--- config.mk ---
export PLATFORM = sky130hd
export DESIGN_NAME = crossbar_rr
export DESIGN_NICKNAME = d
export VERILOG_FILES = /design/src/rtl/noc_types_pkg.sv /design/src/rtl/rr_arbiter.sv /design/src/rtl/crossbar_rr.sv
export SDC_FILE = /design/constraint.sdc
export NUM_CORES = 1
export LEC_CHECK = 0
export CAP_MARGIN = 40
export CORE_ASPECT_RATIO = 1.4
export CORE_MARGIN = 2
export CORE_UTILIZATION = 49
export DETAILED_ROUTE_END_ITERATION = 7
export PLACE_DENSITY_LB_ADDON = 0.25
export SLEW_MARGIN = 10
export SYNTH_ARGS = -nofsm -noshare
export SYNTH_HDL_FRONTEND = slang
export SYNTH_SLANG_ARGS = --single-unit
--- constraint.sdc ---
create_clock -name clk -period 3.5 [get_ports clk]
set_input_delay 0.35 -clock clk [delete_from_list [all_inputs] [get_ports clk]]
set_output_delay 0.35 -clock clk [all_outputs]
set_load 0.005 [all_outputs]
--- src/rtl/noc_types_pkg.sv ---
// Shared NoC router types: port direction encoding and flit layout.
package noc_types;

  // Router port directions; also used as the output index of the crossbar.
  typedef enum logic [1:0] {
    NORTH = 2'd0,
    EAST  = 2'd1,
    SOUTH = 2'd2,
    WEST  = 2'd3
  } e_dir;

  localparam int DIR_W  = 2;
  localparam int FLIT_W = 7;

  // Crossbar word as carried through a node: enable bit on top of the flit.
  typedef struct packed {
    logic              en;
    logic [FLIT_W-1:0] data;
  } flit_t;

endpackage

--- src/rtl/rr_arbiter.sv ---
// Round-robin arbiter with sticky (wormhole) grants. Grant is combinational
// from req; owner/ptr are updated on the clock edge.
module rr_arbiter #(
  parameter int N = 4
) (
  input  logic         clk,
  input  logic         rst,
  input  logic [N-1:0] req,
  output logic [N-1:0] gnt,
  output logic         gnt_valid
);

  localparam int IW = (N > 1) ? $clog2(N) : 1;

  logic [IW-1:0] ptr_q, ptr_d;
  logic [IW-1:0] owner_q, owner_d;
  logic          valid_q, valid_d;
  logic [IW-1:0] win;
  logic [IW-1:0] cand;
  int            idx;

  // Pick the winner: held owner first, else first requester after ptr.
  // Reset forces the grant off so nothing leaks while rst is high.
  always_comb begin
    win       = '0;
    cand      = '0;
    idx       = 0;
    gnt_valid = 1'b0;
    if (!rst) begin
      if (valid_q && req[owner_q]) begin
        win       = owner_q;
        gnt_valid = 1'b1;
      end else begin
        for (int k = 1; k <= N; k++) begin
          idx = int'(ptr_q) + k;
          if (idx >= N) idx = idx - N;
          cand = IW'(idx);
          if (!gnt_valid && req[cand]) begin
            win       = cand;
            gnt_valid = 1'b1;
          end
        end
      end
    end
  end

  // One-hot view of the winner.
  always_comb begin
    gnt = '0;
    if (gnt_valid) gnt[win] = 1'b1;
  end

  // Next state: a grant becomes (or stays) the held owner; none releases.
  always_comb begin
    owner_d = owner_q;
    ptr_d   = ptr_q;
    valid_d = gnt_valid;
    if (gnt_valid) begin
      owner_d = win;
      ptr_d   = win;
    end
  end

  // State register; ptr resets to N-1 so index 0 has first priority.
  always_ff @(posedge clk or posedge rst) begin
    if (rst) begin
      ptr_q   <= IW'(N - 1);
      owner_q <= '0;
      valid_q <= 1'b0;
    end else begin
      ptr_q   <= ptr_d;
      owner_q <= owner_d;
      valid_q <= valid_d;
    end
  end

endmodule

--- src/rtl/crossbar_rr.sv ---
// PORTS x PORTS zero-latency crossbar. One sticky round-robin arbiter per
// output; data is muxed forward, backpressure is muxed back to the winner.
module crossbar_rr
  import noc_types::*;
#(
  parameter int PORTS = 4,
  parameter int WIDTH = 8
) (
  input  logic                              clk,
  input  logic                              rst,
  input  logic [PORTS-1:0][WIDTH-1:0]       data_i,
  input  logic [PORTS-1:0]                  bp_i,
  input  logic [PORTS-1:0][DIR_W-1:0]       dest,
  input  logic [PORTS-1:0]                  dest_en,
  output logic [PORTS-1:0][WIDTH-1:0]       data_o,
  output logic [PORTS-1:0]                  bp_o,
  output logic [PORTS-1:0]                  ack
);

  // Indexed [output][input].
  logic [PORTS-1:0][PORTS-1:0] req;
  logic [PORTS-1:0][PORTS-1:0] gnt;
  logic [PORTS-1:0]            gnt_vld;

  // Request matrix and one arbiter per output. dest is DIR_W wide, so
  // PORTS is bounded by 2**DIR_W.
  for (genvar o = 0; o < PORTS; o++) begin : g_out
    for (genvar i = 0; i < PORTS; i++) begin : g_in
      assign req[o][i] = dest_en[i] && (dest[i] == DIR_W'(o));
    end

    rr_arbiter #(.N(PORTS)) u_arb (
      .clk       (clk),
      .rst       (rst),
      .req       (req[o]),
      .gnt       (gnt[o]),
      .gnt_valid (gnt_vld[o])
    );
  end

  // Data forward mux, ack and backpressure return. An input requests a
  // single output, so at most one gnt bit per input column is ever set.
  always_comb begin
    data_o = '0;
    ack    = '0;
    bp_o   = '0;
    for (int o = 0; o < PORTS; o++) begin
      for (int i = 0; i < PORTS; i++) begin
        if (gnt_vld[o] && gnt[o][i]) begin
          data_o[o] = data_i[i];
          ack[i]    = 1'b1;
          bp_o[i]   = bp_i[o];
        end
      end
    end
  end

endmodule

==> reports/qor.yml <==
status:
  outcome: "finished, final reports clean"
clocking:
  clockBufferDepth: 2
  clk_latency_ns: 0.27
  clkSinkCount: 20
  cts-root-buf: "clkbuf_8"
  numCtsBuffers: 3
  clk_pin_slew_ns: 0.08
  cts_max_level: 1
  tritoncts: "yes"
floorplan:
  rows: 34
  dieHeight_um: 97.8
  die_area_sq_um: 6940
  die_w_um: 71.0
  initial_core_util_pct: 50.2
  coreArea_sq_um: 6130
  io_pins: 90
finish:
  final_cells: 617
  finish.net_count: 596
  antennaDiodeCount: 0
  drive_above_1_share_pct: 29.4
  postLayoutCellArea_sq_um: 4940
  syn_to_final_growth_pct: 60.7
  fin_util_pct: 80.7
setup_path:
  max_stage_delay_ns: 0.46
  crit_family: "buffers and inverters"
  worstSetupEndpointType: "output port"
  path_cells: "clkdlybuf4s50_1 -> buf_4 -> and4b_1 -> o211a_4 -> nor3b_4 -> o22ai_4 -> and3b_2 -> buf_4 -> a221o_1 -> clkdlybuf4s50_1"
  critPathRequiredTime_ns: 3.15
  crit_buf_inv: 4
  startpoint_type: "input pin"
  slowest_stage: "clkdlybuf4s50_1"
  cp.arrival_ns: 3.13
  worst-setup-path-type: "input pin to output port"
  path_max_fanout: 7
placement:
  post-place-ws_ns: -0.195
  place_hpwl_um: 8210
  placed_cells: 598
  gp_congestion: 0.953
  numPortBuffers: 89
  place_area_sq_um: 4470
sta:
  period_minus_slack_ns: 3.48
  slew_headroom_pct: 66.4
  skew_ns: 0.00231
  max_freq_mhz: 287
  fin_crit_sh_pct: 99.5
  setup_viol: 0
  finalHoldViolCount: 0
  tightestPinTransition_ns: 0.503
  hold_ws_ns: 0.512
  slew_violations: 0
  setup_slack_ns: 0.0168
  setup_tns_ns: 0
  rsz0062_at_grt: "yes"
power_and_ir_drop:
  design_power_total_mw: 1.93
  ir_drop_mv: 0.235
  power_density_nw_per_um2: 390
  p_sw_mw: 0.764
  internal_power_mw: 1.17
  power_frac_seq_pct: 22.3
  swShare_pct: 39.6
  clkPwrFrac_pct: 12.5
  p_leak_nw: 2.47
  combinationalPowerShare_pct: 65.3
hold_path:
  hp-class: "flop to flop"
flow_run:
  max_cap_violations: 0
synth:
  synth_edf_count: 0
  postSynthAreaPerCell_sq_um: 7.79
  synthArstFlopShare_pct: 100
  synth.cell_area_sq_um: 3080
  netlist_instances: 395
  synthFlopType: "dfrtp_1"
  yosysWarnings: 0
  ys_ff_latch: 20
  ys_seq_area_share_pct: 16.6
  yosysUniqueCellTypes: 70
  synth_nets: 445
global_routing:
  track_usage_pct: 31.3
  grt_pass1_vias: 3846
  grt_pass1_wl_um: 18000
  antenna_found_initial: 0
  grt_max_degree: 30
  grt_remaining_overflow: 0
drt:
  drt_iter0_drc: 396
  vias: 4068
  route.detailed.drc: 0
  ant_nets: 0
  wl_per_cell_um: 20.1
  drt_pass1_iterations: 6
  routed_wl_um: 12400
  viasPerCell: 6.59
==> synth_stat cells, types with 3 or more instances <==
cell | instances | area [sq um]
a211oi_1 | 13 | 97.6
a21o_1 | 4 | 30.0
a21oi_1 | 15 | 75.1
a221o_1 | 10 | 100
a31oi_1 | 9 | 56.3
a41oi_1 | 3 | 26.3
and3_1 | 5 | 31.3
and3b_1 | 7 | 61.3
and4b_1 | 3 | 30.0
buf_2 | 11 | 55.1
buf_4 | 6 | 45.0
buf_6 | 3 | 33.8
clkbuf_1 | 9 | 33.8
dfrtp_1 | 12 | 300
dfstp_2 | 8 | 210
inv_1 | 19 | 71.3
mux2_2 | 10 | 113
mux2i_1 | 19 | 190
nand2_1 | 44 | 165
nand3_1 | 21 | 105
nand3b_1 | 13 | 97.6
nand4b_1 | 4 | 35.0
nor2_1 | 27 | 101
nor2b_1 | 8 | 50.1
nor3_1 | 4 | 20.0
nor3b_1 | 4 | 30.0
nor4b_1 | 3 | 26.3
nor4bb_1 | 6 | 60.1
o211a_1 | 8 | 80.1
o211ai_1 | 10 | 75.1
o21a_1 | 9 | 67.6
o21ai_0 | 13 | 65.1
o21ai_1 | 4 | 20.0
o22ai_1 | 5 | 31.3
==> sequential cells by signal, indices dropped and copies added (netlist names) <==
name and count:
g_out.u_arb.valid_q 4, g_out.u_arb.ptr_q 8, g_out.u_arb.owner_q 8
==> power groups by stage <==
| stage | registers [mW] | logic (mW) | clock network [mW] |
|---|---|---|---|
| floorplan | 0.381 | 0.612 | 0 |
| global placement | 0.416 | 1.12 | 0 |
| detailed placement | 0.419 | 1.14 | 0 |
| CTS | 0.418 | 1.17 | 0.239 |
| global route | 0.442 | 1.34 | 0.252 |
| finish | 0.430 | 1.26 | 0.240 |
==> repair_timing <==
item                       in CTS  in global routing
gates resized for setup        17                 64
cloned                          0                  3
setup endpoints to repair      37                 38
setup buffers                   3                  9
hold buffers                    0                  0
pin swaps                       3                 12
==> tightest hold or removal path: stages, from the launching register on <==
cell and delay [ns]:
dfstp_2 0.41, nand2_1 0.06, nand2_1 0.05
==> final cells by class <==
cell class / instances / area (sq um)
inverter: 21 / 78.8
fill: 416 / 1180
clock inverter: 1 / 30.0
timing repair buffer: 176 / 1690
clock buffer: 3 / 41.3
sequential: 20 / 510
multi-input combinational: 324 / 2500
tap: 72 / 90.1
==> logic make-up (layout without fill, tap and decap cells) <==
logic type      after synthesis  count (layout)  share of synthesized area (%)
compound gates              128             128                           32.9
flops                        20              20                           16.6
mux                          30              30                           10.6
fa+ha+maj                     1               1                          0.366
simple gates                165             165                           31.4
buf+inv                      51             201                           8.17
==> cell usage in the layout, fill, tap and decap left out, types with 6 or more instances in the layout <==
cell type and count:
a211oi_2 8, a21oi_1 13, a221o_1 10, a31oi_1 9, buf_4 73, buf_6 8, clkdlybuf4s50_1 57, dfrtp_1 12
dfstp_2 8, dlygate4sd2_1 9, dlymetal6s2s_1 23, inv_1 19, mux2_2 10, mux2i_1 19, nand2_1 43, nand3_1 21
nand3b_1 13, nor2_1 25, nor2b_1 6, o211a_1 7, o211ai_1 10, o21a_1 9, o21ai_0 11
==> per-layer routing <==
metal	part of all wire, %	wire length [um]	vias up	track usage [%]
met3	7.3	903	57	4.02
met4	5.0	615	0	13.1
li1	-	-	1818	-
met1	36	4490	1956	36.9
met2	52	6400	237	56.1
met5	0	0	-	0
==> path summary, 6_finish.rpt <==
check                                        startpoint                        end  slack, ns  depth (start not counted)
max in group asynchronous                           rst    g_out[2].u_arb.ptr_q[1]       2.19                          4
worst min register to register  g_out[0].u_arb.ptr_q[1]    g_out[0].u_arb.ptr_q[1]       0.51                          2
min in group asynchronous                           rst  g_out[1].u_arb.owner_q[1]       0.83                          3
worst max-delay path                            dest[3]                 data_o[16]       0.02                         10
worst min-delay path            g_out[0].u_arb.ptr_q[1]    g_out[0].u_arb.ptr_q[1]       0.51                          2
worst max register to register  g_out[2].u_arb.ptr_q[1]  g_out[2].u_arb.owner_q[0]       1.30                          6
No activity file was read; power rests on OpenSTA's default activity.
